===== config.mk =====
export PLATFORM = sky130hd
export DESIGN_NAME = instr_fetch
export DESIGN_NICKNAME = d
export VERILOG_FILES = /design/src/rtl/instr_fetch.sv
export SDC_FILE = /design/constraint.sdc
export NUM_CORES = 1
export LEC_CHECK = 0
export BUFFER_PORTS_ARGS = -buffer_cell sky130_fd_sc_hd__buf_2
export CAP_MARGIN = 20
export CORE_MARGIN = 1
export CORE_UTILIZATION = 40
export DETAILED_ROUTE_END_ITERATION = 7
export GPL_TIMING_DRIVEN = 0
export PLACE_DENSITY = 0.62
export SLEW_MARGIN = 20
export SYNTH_ARGS = -nofsm -noshare
export SYNTH_HDL_FRONTEND = slang
export SYNTH_SLANG_ARGS = --single-unit

===== constraint.sdc =====
create_clock -name clk_i -period 21.7 [get_ports clk_i]
set_input_delay 4.34 -clock clk_i [delete_from_list [all_inputs] [get_ports clk_i]]
set_output_delay 4.34 -clock clk_i [all_outputs]
set_load 0.01 [all_outputs]

===== src/rtl/instr_fetch.sv =====
// instr_fetch: instruction fetch stage.
//
// Owns the program counter, issues in-order word requests to instruction memory, buffers
// returned words in a small FIFO and registers the IF/ID outputs. A credit rule
// (buffered words + outstanding requests < BUF_DEPTH) guarantees that every response
// has a free buffer slot. A redirect flushes the buffer and marks all outstanding
// responses for discard so that stale words never reach decode.
//
// Optional feature (macro FETCH_STAT_EN): adds bubble_count_o, a wrapping counter of
// cycles in which decode could accept but no instruction was available.
//
// Ports:
//   clk_i           clock, all state updates on posedge
//   rst_i           synchronous, active-high reset
//   imem_req_o      request valid to instruction memory
//   imem_addr_o     word-aligned request address
//   imem_ready_i    memory accepts the request this cycle
//   imem_rvalid_i   response valid (one per accepted request, in order)
//   imem_rdata_i    response instruction word
//   stall_i         decode cannot accept; hold IF/ID outputs
//   redirect_i      taken branch/jump; flush and refetch
//   redirect_pc_i   new fetch address, bits [1:0] ignored
//   instr_o         instruction to decode
//   pc_out_o        address of instr_o
//   next_pc_out_o   pc_out_o + 4
//   instr_valid_o   instr_o/pc_out_o hold a real instruction
//   bubble_count_o  (FETCH_STAT_EN only) empty-output cycle counter

module instr_fetch #(
    parameter logic [31:0] RESET_PC  = 32'h0000_0000,
    parameter int unsigned BUF_DEPTH = 2,
    parameter logic [31:0] NOP_INSTR = 32'h0000_0013
) (
    input  logic        clk_i,
    input  logic        rst_i,
    output logic        imem_req_o,
    output logic [31:0] imem_addr_o,
    input  logic        imem_ready_i,
    input  logic        imem_rvalid_i,
    input  logic [31:0] imem_rdata_i,
    input  logic        stall_i,
    input  logic        redirect_i,
    input  logic [31:0] redirect_pc_i,
    output logic [31:0] instr_o,
    output logic [31:0] pc_out_o,
    output logic [31:0] next_pc_out_o,
    output logic        instr_valid_o
`ifdef FETCH_STAT_EN
    ,
    output logic [31:0] bubble_count_o
`endif
);

    localparam int unsigned PtrW = $clog2(BUF_DEPTH);
    localparam int unsigned CntW = $clog2(BUF_DEPTH) + 1;

    // ------------------------------------------------------------------
    // State
    // ------------------------------------------------------------------
    logic [31:0]     fetch_pc_q, fetch_pc_d;
    logic [31:0]     rsp_pc_q, rsp_pc_d;       // pc of the next kept response
    logic [CntW-1:0] outstanding_q, outstanding_d;
    logic [CntW-1:0] discard_q, discard_d;
    logic [CntW-1:0] count_q, count_d;
    logic [PtrW-1:0] wr_ptr_q, wr_ptr_d;
    logic [PtrW-1:0] rd_ptr_q, rd_ptr_d;

    logic [31:0]     buf_instr_q [BUF_DEPTH];
    logic [31:0]     buf_pc_q    [BUF_DEPTH];

    logic [31:0]     instr_q, instr_d;
    logic [31:0]     pc_out_q, pc_out_d;
    logic [31:0]     next_pc_q, next_pc_d;
    logic            valid_q, valid_d;

    // ------------------------------------------------------------------
    // Control
    // ------------------------------------------------------------------
    logic [CntW:0]   credit_sum;
    logic            accept;
    logic            rsp_keep;
    logic            pop_en;
    logic            buf_empty;
    logic            pop_buf;
    logic            bypass;
    logic            push_buf;
    logic [31:0]     redirect_pc_aligned;
    logic            unused_pc_bits;

    assign unused_pc_bits      = ^redirect_pc_i[1:0];
    assign redirect_pc_aligned = {redirect_pc_i[31:2], 2'b00};

    assign credit_sum  = {1'b0, count_q} + {1'b0, outstanding_q};
    assign imem_req_o  = !rst_i && !redirect_i && (credit_sum < (CntW + 1)'(BUF_DEPTH));
    assign imem_addr_o = fetch_pc_q;
    assign accept      = imem_req_o && imem_ready_i;

    // A response arriving during a redirect is counted as consumed but never used.
    assign rsp_keep  = imem_rvalid_i && (discard_q == '0) && !redirect_i;
    assign pop_en    = !stall_i && !redirect_i;
    assign buf_empty = (count_q == '0);
    assign pop_buf   = pop_en && !buf_empty;
    // An arriving word goes straight to the output only when nothing older is buffered.
    assign bypass    = pop_en && buf_empty && rsp_keep;
    assign push_buf  = rsp_keep && !bypass;

    // ------------------------------------------------------------------
    // Next-state logic: fetch side
    // ------------------------------------------------------------------
    always_comb begin
        fetch_pc_d    = fetch_pc_q;
        rsp_pc_d      = rsp_pc_q;
        outstanding_d = outstanding_q + CntW'(accept) - CntW'(imem_rvalid_i);
        discard_d     = discard_q;

        if (redirect_i) begin
            fetch_pc_d = redirect_pc_aligned;
            rsp_pc_d   = redirect_pc_aligned;
            // Everything still in flight after this cycle belongs to the old path.
            discard_d  = outstanding_q - CntW'(imem_rvalid_i);
        end else begin
            if (accept) begin
                fetch_pc_d = fetch_pc_q + 32'd4;
            end
            if (imem_rvalid_i && (discard_q != '0)) begin
                discard_d = discard_q - CntW'(1);
            end
            if (rsp_keep) begin
                rsp_pc_d = rsp_pc_q + 32'd4;
            end
        end
    end

    // ------------------------------------------------------------------
    // Next-state logic: buffer pointers
    // ------------------------------------------------------------------
    always_comb begin
        count_d  = count_q;
        wr_ptr_d = wr_ptr_q;
        rd_ptr_d = rd_ptr_q;

        if (redirect_i) begin
            count_d  = '0;
            wr_ptr_d = '0;
            rd_ptr_d = '0;
        end else begin
            count_d = count_q + CntW'(push_buf) - CntW'(pop_buf);
            if (push_buf) begin
                wr_ptr_d = wr_ptr_q + PtrW'(1);
            end
            if (pop_buf) begin
                rd_ptr_d = rd_ptr_q + PtrW'(1);
            end
        end
    end

    // ------------------------------------------------------------------
    // Next-state logic: IF/ID output register
    // ------------------------------------------------------------------
    always_comb begin
        instr_d   = instr_q;
        pc_out_d  = pc_out_q;
        next_pc_d = next_pc_q;
        valid_d   = valid_q;

        if (redirect_i) begin
            instr_d = NOP_INSTR;
            valid_d = 1'b0;
        end else if (stall_i) begin
            // hold
        end else if (pop_buf) begin
            instr_d   = buf_instr_q[rd_ptr_q];
            pc_out_d  = buf_pc_q[rd_ptr_q];
            next_pc_d = buf_pc_q[rd_ptr_q] + 32'd4;
            valid_d   = 1'b1;
        end else if (bypass) begin
            instr_d   = imem_rdata_i;
            pc_out_d  = rsp_pc_q;
            next_pc_d = rsp_pc_q + 32'd4;
            valid_d   = 1'b1;
        end else begin
            instr_d = NOP_INSTR;
            valid_d = 1'b0;
        end
    end

    // ------------------------------------------------------------------
    // Registers
    // ------------------------------------------------------------------
    always_ff @(posedge clk_i) begin
        if (rst_i) begin
            fetch_pc_q    <= RESET_PC;
            rsp_pc_q      <= RESET_PC;
            outstanding_q <= '0;
            discard_q     <= '0;
            count_q       <= '0;
            wr_ptr_q      <= '0;
            rd_ptr_q      <= '0;
            instr_q       <= NOP_INSTR;
            pc_out_q      <= '0;
            next_pc_q     <= '0;
            valid_q       <= 1'b0;
        end else begin
            fetch_pc_q    <= fetch_pc_d;
            rsp_pc_q      <= rsp_pc_d;
            outstanding_q <= outstanding_d;
            discard_q     <= discard_d;
            count_q       <= count_d;
            wr_ptr_q      <= wr_ptr_d;
            rd_ptr_q      <= rd_ptr_d;
            instr_q       <= instr_d;
            pc_out_q      <= pc_out_d;
            next_pc_q     <= next_pc_d;
            valid_q       <= valid_d;
        end
    end

    // Buffer storage carries no reset; occupancy is tracked by count_q.
    always_ff @(posedge clk_i) begin
        if (!rst_i && push_buf) begin
            buf_instr_q[wr_ptr_q] <= imem_rdata_i;
            buf_pc_q[wr_ptr_q]    <= rsp_pc_q;
        end
    end

`ifndef SYNTHESIS
    always_ff @(posedge clk_i) begin
        if (!rst_i) begin
            assert (!(push_buf && !pop_buf && (count_q == CntW'(BUF_DEPTH))))
                else $error("instr_fetch: push into full fetch buffer");
        end
    end
`endif

    assign instr_o       = instr_q;
    assign pc_out_o      = pc_out_q;
    assign next_pc_out_o = next_pc_q;
    assign instr_valid_o = valid_q;

`ifdef FETCH_STAT_EN
    // ------------------------------------------------------------------
    // Bubble statistics
    // ------------------------------------------------------------------
    logic [31:0] bubble_q, bubble_d;

    always_comb begin
        bubble_d = bubble_q;
        if (pop_en && !pop_buf && !bypass) begin
            bubble_d = bubble_q + 32'd1;
        end
    end

    always_ff @(posedge clk_i) begin
        if (rst_i) begin
            bubble_q <= '0;
        end else begin
            bubble_q <= bubble_d;
        end
    end

    assign bubble_count_o = bubble_q;
`endif

endmodule


After elaboration in Yosys (flattened, before gate mapping):

Memory sizes are Yosys's and may differ from the RTL's. A register that Yosys moved wholly into a read port is not among the register bits.
Cells that the tools add are included.

* memories kept: 2
* ROM bits: 0
* memory bits (writable): 128
* bits in latches: 0
* register bits: 169
* logic and storage cells: 76
* output and inout port bits: 130

Memory list
* buf_instr_q: words 2, bits a word 32, rd ports 1, clocked after memory_dff 1, wr ports 1, RTL line 68 `logic [31:0] buf_instr_q [BUF_DEPTH];`
* buf_pc_q: words 2, bits a word 32, rd ports 1, clocked after memory_dff 1, wr ports 1, RTL line 69 `logic [31:0] buf_pc_q [BUF_DEPTH];`

* eq/ne operators: 0
* multiply operators: 0
* add/subtract/negate cells: 12
* multiplexer cells: 20
* shift operators: 0
* magnitude comparators: 1
* div/mod/pow operators: 0
* reduce and logical (&&, ||, !) cells: 26
* bitwise logic cells: 2

Operators with widths (number)
* 2-to-1 mux 32 bit: 10
* adder 32 x 3 -> 32 bit (second input constant): 3
* logical AND 1 bit: 12
* nonzero test 2 bit: 5
* 2-to-1 mux 1 bit: 8
* subtractor 2 x 1 -> 2 bit: 3
* zero test 1 bit: 5
* adder 2 x 1 -> 2 bit: 2
* zero test 2 bit: 2
* 2-to-1 mux 2 bit: 2
* adder 2 x 2 -> 3 bit: 1
* < comparator 3 x 2 -> 1 bit (second input constant): 1
* AND reduction 3 bit: 1
* adder 1 bit (second input constant): 2
* NOT 1 bit: 2
* OR reduction 2 bit: 1
* subtractor 2 x 1 -> 2 bit (second input constant): 1

Logic depth before layout (Yosys ltp):

* depth in word-level cells: 9
* depth in mapped cells: 13
* depth with buffers taken out: 10

Worst setup path after synthesis:

No wires, ideal clock.

* path kind: input -> register
* start: input imem_rvalid_i
* end: memory buf_instr_q[1][0], enable pin
* path slack: 11.439 ns
* arrival: 9.690 ns
* path buffers: 2
* setup time: 0.571 ns
* data required time: 21.129 ns
* stages on the path: 5
* path through: and2_1 clkbuf_1 clkbuf_1 o211ai_1 nor3b_1

* cells in the longest elaborated chain, start to end: 8

Ends and longest elaborated chain
* from (decl): RTL line 39 `input logic imem_rvalid_i,`
* logical AND 1 bit * (2 in series): RTL line 99 `assign rsp_keep = imem_rvalid_i && (discard_q == '0) && !redirect_i;`
* logical AND 1 bit: RTL line 104 `assign bypass = pop_en && buf_empty && rsp_keep;`
* zero test 1 bit: RTL line 105 `assign push_buf = rsp_keep && !bypass;`
* logical AND 1 bit *: RTL line 105
* logical AND 1 bit *: RTL line 220 `if (!rst_i && push_buf) begin`
* 2-to-1 mux 1 bit *: RTL line 220
* 2-to-1 mux 1 bit (implied by the code) *: RTL line 221 `buf_instr_q[wr_ptr_q] <= imem_rdata_i;`
* to (decl): RTL line 68

Mark *: on every way between the ends. The rest lies on a longest branch, timed or not.

Final worst setup path:

* start: input redirect_i
* end: output imem_req_o

* cells in the longest elaborated chain, start to end: 3

Ends and longest elaborated chain
* from (decl): RTL line 42 `input logic redirect_i,`
* zero test 1 bit: RTL line 94 `assign imem_req_o = !rst_i && !redirect_i && (credit_sum < (CntW + 1)'(BUF_DEPTH));`
* logical AND 1 bit (2 in series): RTL line 94
* to (decl): RTL line 36 `output logic imem_req_o,`

Every way passes these cells.

==> results.py <==
metrics = {
    "global_routing": {
        "grt_util_met3_pct": 4.21,
        "grt_pass1_vias": 11100,
        "grt-busiest-layer": "met2",
        "grt_pass1_wl_um": 67800,
        "grt_antenna_before_repair": 0,
        "met1_usage_pct": 35.6,
        "overflow": 0,
        "grt_util_all_layers_pct": 26.0,
        "grt_max_degree": 16,
        "use_met2_pct": 41.7,
    },
    "synthesis": {
        "synthTopCellsByArea": "edfxtp_1, dfxtp_1, nand2_1",
        "synth_top_area_cell": "edfxtp_1",
        "synthDistinctLibCells": 74,
        "netlist.area_leader.share_pct": 27.6,
        "avgSynthCellArea_sq_um": 10.2,
        "synth_most_common_cell": "dfxtp_1",
        "synthesis.area_sq_mm": 0.0135,
        "ys_ff_latch": 286,
        "async_flop_share_pct": 0,
        "yosysWarnings": 0,
        "synth_edf_count": 124,
        "synthCells": 1327,
        "ys.flop_type": "dfxtp_1",
        "ys_seq_area_share_pct": 51.6,
        "synth_common_cells": "dfxtp_1, nand2_1, edfxtp_1",
    },
    "flow_run": {
        "cap_violations": 0,
    },
    "critical_path": {
        "critPathArrivalTime_ps": 5540,
        "r2r_cells": 13,
        "cp-start-kind": "input pin",
        "cp_max_fo": 9,
        "path_class": "in2out",
        "endpoint_kind": "primary output",
        "worstPathRequired_ps": 17360,
    },
    "final_layout": {
        "drive_above_1_share_pct": 22.5,
        "nets": 1648,
        "areaGrowthSynthToFinish_pct": 19.8,
        "postLayoutCoreUtil_pct": 49.2,
        "fin_cells": 2035,
        "diodes": 0,
    },
    "drt": {
        "firstDrtPassIters": 6,
        "drt-initial-drc-count": 1135,
        "drcViolationCount": 0,
        "routedWlPerCell_um": 22.2,
        "finalWirelength_um": 45200,
        "drtAntennaViolNets": 0,
        "via_per_inst": 5.75,
        "vias": 11700,
    },
    "placement": {
        "hpwl_um": 34000,
        "dp_cells": 1977,
        "port_buffers": 188,
        "gp_congestion": 0.932,
    },
    "sta": {
        "finalCriticalPeriod_ps": 9880,
        "timing.hold.ws_ps": 447,
        "drv_slew": 0,
        "hold_violations": 0,
        "setup_viol_count_final": 0,
        "relSlewSlack_pct": 28.6,
        "worst_pin_slew_ps": 1070,
        "final.setup_skew_ps": 22.1,
        "setup-tns-final_ps": 0,
        "fmax_mhz": 101,
        "rsz0062_at_grt": "false",
        "fin_crit_sh_pct": 45.5,
    },
    "cts": {
        "cts_hold_buf": 0,
        "cts_buffers": 31,
        "clock-sinks": 286,
        "cts_setup_buffers": 0,
        "clk_latency_ps": 570,
        "cts_resized": 0,
        "h-tree-depth": 1,
        "path_clk_slew_ps": 60,
        "cts_tree": "built",
        "root_buffer": "clkbuf_16",
        "clockBufferDepth": 3,
    },
    "power_and_ir_drop": {
        "p_clk_share_pct": 42.8,
        "seq_power_share_pct": 48.5,
        "power_leakage_nw": 5.81,
        "powerDensity_mw_per_mm2": 76.2,
        "p_int_w": 0.000921,
        "p_switching_w": 0.000311,
        "ir_worst_vdd_mv": 0.0598,
        "swShare_pct": 25.2,
        "p_comb_share_pct": 8.7,
    },
    "die": {
        "die_w_um": 186,
        "core_area_sq_mm": 0.0329,
        "pin_count": 200,
        "core.rowCount": 66,
        "initial_core_util_pct": 41.1,
        "fp.dieH_um": 186,
        "floorplan.die_area_sq_mm": 0.0345,
    },
    "min_path": {
        "hold_class": "reg2reg",
        "min_path_cells": 2,
    },
    "status": {
        "status": "complete, no violations",
    },
}
state kept, by name, summed over array words and instances, names as in the netlist, named ones only:
name	cells
pc_out_o	30
rsp_pc_q	30
discard_q	2
count_q	2
next_pc_out_o	30
instr_o	32
instr_valid_o	1
wr_ptr_q	1
imem_addr_o	30
buf_pc_q	60
buf_instr_q	64
outstanding_q	2
rd_ptr_q	1
placed cells by master (no fill, tap or decap), types with 43 or more instances in the layout:
cell and n:
a21oi_1 69, buf_2 208, clkbuf_1 64, dfxtp_1 162
edfxtp_1 124, nand2_1 140, nand3_1 43, nor2_1 97
o21ai_0 48, xnor2_1 51
worst max-delay path, stage by stage:
cell and delay, ps:
clkbuf_1 260, nor4_2 690, buf_2 250
cell families after synthesis:
family,count (synthesis),share of synthesized area (%)
AND/OR/NAND/NOR,452,17.2
XOR/XNOR,73,4.73
multiplexers,67,5.36
buffers and inverters,131,4.28
AO/OA/AOI/OAI,307,15.8
adder cells (fa/ha/maj),10,0.982
flip-flops,286,51.6
other,1,0.0278
final cells by class:
| cell class | count | area (sq um) |
|---|---|---|
| Fill cell | 3201 | 16700 |
| Sequential cell | 286 | 6970 |
| Multi-Input combinational cell | 915 | 5990 |
| Timing Repair Buffer | 203 | 1070 |
| Clock buffer | 37 | 818 |
| Tap cell | 442 | 553 |
| Buffer | 105 | 480 |
| Clock inverter | 21 | 193 |
| Inverter | 26 | 97.6 |
metal layers:
metal / share of wire (%) / up-vias / routed length, um
met5: 0 / - / 0
met4: 3.2 / 0 / 1430
met3: 9.0 / 71 / 4070
met2: 45 / 631 / 20400
met1: 43 / 5551 / 19400
li1: - / 5453 / -
path summary, 6_finish.rpt:
path | from | to | slack, ps
min reg2reg | pc_out_o[6] | pc_out_o[6] | 450
min | pc_out_o[6] | pc_out_o[6] | 450
max reg2reg | flip-flop | next_pc_out_o[12] | 17480
max | redirect_i | imem_req_o | 11820
power groups by stage:
stage | clock network, W | registers (W) | logic [W]
finish | 0.000528 | 0.000597 | 0.000107
floorplan | 0 | 0.000606 | 0.0000585
CTS | 0.000533 | 0.000596 | 0.000106
global placement | 0 | 0.000608 | 0.000103
global route | 0.000556 | 0.000599 | 0.000116
detailed placement | 0 | 0.000608 | 0.000105
per-stage QoR:
stage	power, W	area (sq um)	worst slack (ps)
floorplan	0.000664	13500	11440
global placement	0.000711	15000	7470
detailed placement	0.000713	15200	11890
CTS	0.00124	16200	11880
global route	0.00127	16200	11810
finish	0.00123	16200	11820
No activity file was read; power rests on OpenSTA's default activity.
